<file path="src/rtl/spi_reg_bridge.sv">
// SPI mode-0 peripheral oversampled in clk that turns 1+ADDR_W+REG_W bit frames into register-bank accesses.
// Latency: ~SYNC_N+2 clk from SCLK edge to action; write strobe holds until ack, so a slow bank stalls in STROBE.
module spi_reg_bridge #(
    parameter int REG_W  = 8,
    parameter int ADDR_W = 8,
    parameter int SYNC_N = 2
) (
    input  logic              clk,
    input  logic              rstb,
    input  logic              ena,
    input  logic              spi_cs_n,
    input  logic              spi_sclk,
    input  logic              spi_mosi,
    output logic              spi_miso,
    output logic              spi_miso_oe,
    output logic              wr_rdn,
    output logic [ADDR_W-1:0] addr,
    output logic [REG_W-1:0]  wdata,
    output logic              we,
    input  logic [REG_W-1:0]  rdata,
    input  logic              ack,
    input  logic              err,
    output logic              txn_err
);

    localparam int FRAME_W = 1 + ADDR_W + REG_W;
    localparam int CNT_W   = $clog2(FRAME_W + 1);

    typedef enum logic [2:0] {IDLE, CMD, ADDR, DATA, STROBE, DONE} state_t;

    state_t             state, state_nxt;
    logic [SYNC_N-1:0]  cs_sh, sclk_sh, mosi_sh;
    logic               cs_d, sclk_d;
    logic               cs_s, sclk_s, mosi_s;
    logic               rise, fall, cs_fall;
    logic               in_frame, abort;
    logic [CNT_W-1:0]   bit_cnt, cnt_inc;
    logic               last_addr_bit, last_bit;
    logic [REG_W-2:0]   hold;
    logic [REG_W-1:0]   hold_nxt;
    logic [REG_W-2:0]   tx;
    logic               load_pend;

    // Synchroniser chains; CS idles high so it resets to 1 to avoid a false falling edge.
    always_ff @(posedge clk or negedge rstb) begin
        if (!rstb) begin
            cs_sh   <= '1;
            sclk_sh <= '0;
            mosi_sh <= '0;
            cs_d    <= 1'b1;
            sclk_d  <= 1'b0;
        end else begin
            cs_sh   <= {cs_sh[SYNC_N-2:0], spi_cs_n};
            sclk_sh <= {sclk_sh[SYNC_N-2:0], spi_sclk};
            mosi_sh <= {mosi_sh[SYNC_N-2:0], spi_mosi};
            cs_d    <= cs_sh[SYNC_N-1];
            sclk_d  <= sclk_sh[SYNC_N-1];
        end
    end

    assign cs_s    = cs_sh[SYNC_N-1];
    assign sclk_s  = sclk_sh[SYNC_N-1];
    assign mosi_s  = mosi_sh[SYNC_N-1];
    assign rise    = sclk_s & ~sclk_d;
    assign fall    = ~sclk_s & sclk_d;
    assign cs_fall = ~cs_s & cs_d;

    assign in_frame      = (state == CMD) || (state == ADDR) || (state == DATA);
    assign abort         = in_frame && (cs_s || !ena);
    assign cnt_inc       = (bit_cnt == CNT_W'(FRAME_W)) ? bit_cnt : bit_cnt + CNT_W'(1);
    assign last_addr_bit = (bit_cnt == CNT_W'(ADDR_W));
    assign last_bit      = (bit_cnt == CNT_W'(FRAME_W - 1));
    assign hold_nxt      = {hold, mosi_s};
    assign spi_miso_oe   = ena & ~cs_s;

    always_ff @(posedge clk or negedge rstb) begin
        if (!rstb) state <= IDLE;
        else       state <= state_nxt;
    end

    always_comb begin
        state_nxt = state;
        case (state)
            IDLE:   if (ena && cs_fall) state_nxt = CMD;
            CMD:    if (abort) state_nxt = IDLE;
                    else if (rise) state_nxt = ADDR;
            ADDR:   if (abort) state_nxt = IDLE;
                    else if (rise && last_addr_bit) state_nxt = DATA;
            DATA:   if (abort) state_nxt = IDLE;
                    else if (rise && last_bit) state_nxt = wr_rdn ? STROBE : DONE;
            STROBE: if (ack) state_nxt = DONE;
            DONE:   if (cs_s) state_nxt = IDLE;
            default: state_nxt = IDLE;
        endcase
    end

    always_comb begin
        we      = (state == STROBE);
        txn_err = abort || ((state == STROBE) && ack && err);
    end

    always_ff @(posedge clk or negedge rstb) begin
        if (!rstb) begin
            bit_cnt   <= '0;
            wr_rdn    <= 1'b0;
            addr      <= '0;
            wdata     <= '0;
            hold      <= '0;
            tx        <= '0;
            spi_miso  <= 1'b0;
            load_pend <= 1'b0;
        end else begin
            load_pend <= 1'b0;
            case (state)
                IDLE: bit_cnt <= '0;
                CMD: if (!abort && rise) begin
                    wr_rdn  <= mosi_s;
                    bit_cnt <= cnt_inc;
                end
                ADDR: if (!abort && rise) begin
                    addr    <= {addr[ADDR_W-2:0], mosi_s};
                    bit_cnt <= cnt_inc;
                    if (last_addr_bit && !wr_rdn) load_pend <= 1'b1;
                end
                DATA: if (!abort) begin
                    // Bit 7 goes out on load; the fall right after the last address bit must not shift it away.
                    if (load_pend) begin
                        tx       <= rdata[REG_W-2:0];
                        spi_miso <= rdata[REG_W-1];
                    end else if (fall && !wr_rdn && bit_cnt > CNT_W'(ADDR_W + 1)) begin
                        tx       <= tx << 1;
                        spi_miso <= tx[REG_W-2];
                    end
                    if (rise) begin
                        bit_cnt <= cnt_inc;
                        if (wr_rdn) begin
                            hold <= hold_nxt[REG_W-2:0];
                            if (last_bit) wdata <= hold_nxt;
                        end
                    end
                end
                default: ;
            endcase
            if (state_nxt != DATA) spi_miso <= 1'b0;
        end
    end

endmodule

</file>
<file path="config.mk">
export PLATFORM = sky130hd
export DESIGN_NAME = spi_reg_bridge
export DESIGN_NICKNAME = d
export VERILOG_FILES = /design/src/rtl/spi_reg_bridge.sv
export SDC_FILE = /design/constraint.sdc
export NUM_CORES = 1
export LEC_CHECK = 0
export BUFFER_PORTS_ARGS = -buffer_cell sky130_fd_sc_hd__buf_4
export CAP_MARGIN = 10
export CORE_ASPECT_RATIO = 1.4
export CORE_MARGIN = 2
export CORE_UTILIZATION = 31
export DETAILED_ROUTE_END_ITERATION = 7
export PLACE_DENSITY = 0.59
export SLEW_MARGIN = 10
export SYNTH_ARGS = -nofsm -noshare
export SYNTH_HDL_FRONTEND = slang
export SYNTH_SLANG_ARGS = --single-unit
</file>
<file path="constraint.sdc">
create_clock -name clk -period 2.4 [get_ports clk]
set_clock_uncertainty 0.05 [all_clocks]
set_input_delay 0.24 -clock clk [delete_from_list [all_inputs] [get_ports clk]]
set_output_delay 0.24 -clock clk [all_outputs]
set_load 0.01 [all_outputs]
</file>
==> flow_summary.yaml <==
outcome:
  outcome: "finished clean"
critical_path:
  worstPathArrival_ns: 1.73
  kind_of_end_point_of_the_critical_path: "output pin"
  critical_path_peak_fanout: 14
  path_delay_family: "simple AND/OR/NAND/NOR gates"
  critPathKind: "flop to output pin"
  critPathMaxStageDelay_ns: 0.56
  crit_chain: "nor2_1 -> nand4_1 -> o31ai_1 -> buf_4"
  cell_with_the_largest_stage_delay_on_the_worst_path: "sky130_fd_sc_hd__dfrtp_1"
  worst_ep_required_time_ns: 2.11
  crit_path_start_kind: "flop"
  critical_path_buf_inv_count: 1
placement:
  gpl.final_weighted_congestion: 0.7304
  dpl.hpwl_mm: 2.936
  number_of_buffers_inserted_by_port_buffering: 36
grt:
  busiest_layer: "met2"
  overall_global_routing_usage: 0.1148
  via_count_of_the_first_global_routing_pass: 1506
  grt_util_met1: 0.1603
  grt.overflow.total: 0
  grt_first_pass_wirelength_mm: 7.238
  met2_demand_to_capacity_share_in_global_routing: 0.1736
  grt_start_max_net_pins: 50
  antenna_found_initial: 0
  grt_use_met3: 0.02604
sta:
  hold_viol: 0
  finalCriticalPeriod_ns: 2.021
  final.setup.tns_ns: 0
  worst_slew_pin_slew_ns: 0.6008
  clock.fmax_mhz: 494.8
  setup_viol: 0
  hold_ws_ns: 0.1413
  slew_violations: 0
  slew_headroom: 0.5965
  post-route-period-util: 0.8421
  rsz0062_at_grt: "false"
yosys:
  yosys_warnings: 0
  number_of_flops_mapped_to_enable_cells_by_yosys: 0
  synth_adder_area_share: 0.01674
  synth-main-ff-cell: "sky130_fd_sc_hd__dfrtp_1"
  synthesis.area_um2: 2242
  yosys.area_share.simple: 0.1384
  synthXorXnorAreaFrac: 0
  synthesis.instances: 177
  synth-async-reset-ratio: 1.000
  synth_mux_area_frac: 0.1685
  avgSynthCellArea_um2: 12.67
  synth.ff_latch_count: 49
  syn_nets: 196
  dominant_combinational_cell_family_by_area_after_synthesis: "multiplexers"
  synth-seq-area-share: 0.5485
  ys_types: 45
  synth-compound-area-share: 0.09319
clock_network:
  cts_tree: "built"
  clock-root-buffer: "sky130_fd_sc_hd__clkbuf_8"
  worst_setup_hold_path_clk_slew_ns: 0.09
  worst_skew_pair.late_latency_ns: 0.30
  cts_buf_count: 5
  postCtsSetupRepairBufs: 0
  tritoncts_num_sinks: 49
  clock_path_buffers: 2
  cts-htree-levels: 2
detailed_routing:
  post-route-drc-count: 0
  routedWlPerCell_um: 13.19
  detail_route.wirelength_mm: 4.141
  routed_via_density: 4.685
  first_iter_violations: 75
  route.vias.total: 1471
  ant_nets: 0
  dr_pass1_iterations: 4
pwr:
  vdd_ir_drop_max_uv: 396.4
  p_leak_nw: 1.262
  design_power_total_mw: 1.390
  power_per_cell_area_nw_per_um2: 512.7
floorplanning:
  die_height_um: 104.6
  placement_rows: 36
  die_area_um2: 7938
  floorplan.initialDensity: 0.3211
  core_region_area_um2: 6982
  floorplan.die.width_um: 75.88
  io-pin-count: 37
flow_run:
  max-cap-violations: 0
min_path:
  hold_path.class: "input pin to flop"
cells_and_area:
  area_delta_synth_final_pct: 20.93
  final_layout_size_suffix_gt1_frac: 0.3881
  fillers: 686
  antenna_cells_inserted: 0
  num-nets-final: 237
[area by class of cell]
| class | instances | area (um2) | area share |
|---|---|---|---|
| inverter | 7 | 26.28 | 0.009691 |
| clock buffer | 7 | 76.32 | 0.02815 |
| tap | 95 | 118.9 | 0.04384 |
| clock inverter | 1 | 7.507 | 0.002769 |
| sequential | 49 | 1230 | 0.4536 |
| timing repair buffer | 41 | 317.8 | 0.1172 |
| multi-input combinational | 114 | 934.6 | 0.3447 |
[cell families (layout without fill, tap and decap cells)]
logic type | count (synthesis) | in the layout
AO/OA/AOI/OAI | 31 | 31
adder cells (fa/ha/maj) | 3 | 3
buffers and inverters | 14 | 56
flip-flops | 49 | 49
multiplexers | 34 | 34
AND/OR/NAND/NOR | 46 | 46
[routing by layer]
metal  vias to the layer above  part of all wire  routed length [um]
li1                        717                 -                   -
met1                       716              0.46                1921
met2                        32              0.47                1929
met3                         6             0.055                 229
met4                         0             0.015                  61
met5                         -                 0                   0
[synthesized netlist by cell type, types with 2 or more instances]
cell type	n	area, um2
sky130_fd_sc_hd__dfrtp_1	46	1151
sky130_fd_sc_hd__mux2_2	26	292.8
sky130_fd_sc_hd__a21oi_1	14	70.07
sky130_fd_sc_hd__inv_1	7	26.28
sky130_fd_sc_hd__mux2i_1	7	70.07
sky130_fd_sc_hd__nand2_1	7	26.28
sky130_fd_sc_hd__o21ai_0	7	35.03
sky130_fd_sc_hd__nand2b_1	6	37.54
sky130_fd_sc_hd__nor2_1	5	18.77
sky130_fd_sc_hd__nor2b_1	4	25.02
sky130_fd_sc_hd__dfstp_2	3	78.83
sky130_fd_sc_hd__ha_1	3	37.54
sky130_fd_sc_hd__nand4_1	3	18.77
sky130_fd_sc_hd__a31o_2	2	17.52
sky130_fd_sc_hd__and4bb_2	2	25.02
sky130_fd_sc_hd__buf_2	2	10.01
sky130_fd_sc_hd__nand3_1	2	10.01
sky130_fd_sc_hd__nor3_1	2	10.01
sky130_fd_sc_hd__nor3b_1	2	15.01
sky130_fd_sc_hd__nor4_1	2	12.51
[registers in the layout (all words and copies together), names as in the netlist, 2 cells and up]
name     count
addr         8
mosi_sh      2
hold         7
cs_sh        2
sclk_sh      2
wdata        8
tx           7
bit_cnt      5
state        3
[through the flow]
step	setup WS, ns	area (um2)	instances	utilization
floorplan	0.5224	2242	177	-
global placement	0.5724	2587	302	0.3706
detailed placement	0.5027	2587	302	0.3706
CTS	0.3774	2711	314	0.3884
global route	0.2369	2711	314	0.3884
finish	0.3791	2711	314	0.3884
[path summary, 6_finish.rpt]
check / cells past startpoint / slack [ns] / end / startpoint
max in group asynchronous: 2 / 1.46 / wdata[4]$_DFFE_PN0P_ / rstb
min in group asynchronous: 2 / 0.44 / addr[2]$_DFFE_PN0P_ / rstb
max reg2reg: 4 / 0.48 / tx[6]$_DFFE_PN0P_ / state[2]$_DFF_PN0_
max: 4 / 0.38 / txn_err / state[0]$_DFF_PN0_
min reg2reg: 0 / 0.30 / sclk_sh[1]$_DFF_PN0_ / sclk_sh[0]$_DFF_PN0_
min: 3 / 0.14 / tx[0]$_DFFE_PN0P_ / rdata[0]
[cell usage in the layout (no fill, tap or decap), types with 3 or more instances in the layout]
master	Yosys	routed
sky130_fd_sc_hd__dfrtp_1	46	46
sky130_fd_sc_hd__buf_4	1	37
sky130_fd_sc_hd__mux2_2	26	26
sky130_fd_sc_hd__a21oi_1	14	14
sky130_fd_sc_hd__inv_1	7	7
sky130_fd_sc_hd__nand2_1	7	7
sky130_fd_sc_hd__o21ai_0	7	7
sky130_fd_sc_hd__mux2i_1	7	7
sky130_fd_sc_hd__nand2b_1	6	6
sky130_fd_sc_hd__nor2_1	5	5
sky130_fd_sc_hd__clkbuf_8	1	5
sky130_fd_sc_hd__nor2b_1	4	4
sky130_fd_sc_hd__dlygate4sd3_1	0	4
sky130_fd_sc_hd__nand4_1	3	3
sky130_fd_sc_hd__ha_1	3	3
sky130_fd_sc_hd__dfstp_2	3	3
[power breakdown]
| part | internal, mW | total [mW] | switching, mW | leakage [nW] |
|---|---|---|---|---|
| Sequential | 0.837 | 0.851 | 0.0133 | 0.656 |
| Clock | 0.206 | 0.464 | 0.257 | 0.0385 |
| Combinational | 0.0377 | 0.0756 | 0.0379 | 0.567 |
| Total | 1.08 | 1.39 | 0.309 | 1.26 |
[timing repair]
action                                  CTS  global route
gates resized for setup                   0             0
hold buffers                              4             0
endpoints found under the setup margin    0             0
hold endpoints to repair                 49             0
[worst reg2reg max path, delay by kind of cell, from the launching register on]
family / cells / cell delay [ns]
and+or+nand+nor: 3 / 0.92
DFF: 1 / 0.54
muxes: 1 / 0.30
No activity file was read; power rests on OpenSTA's default activity.
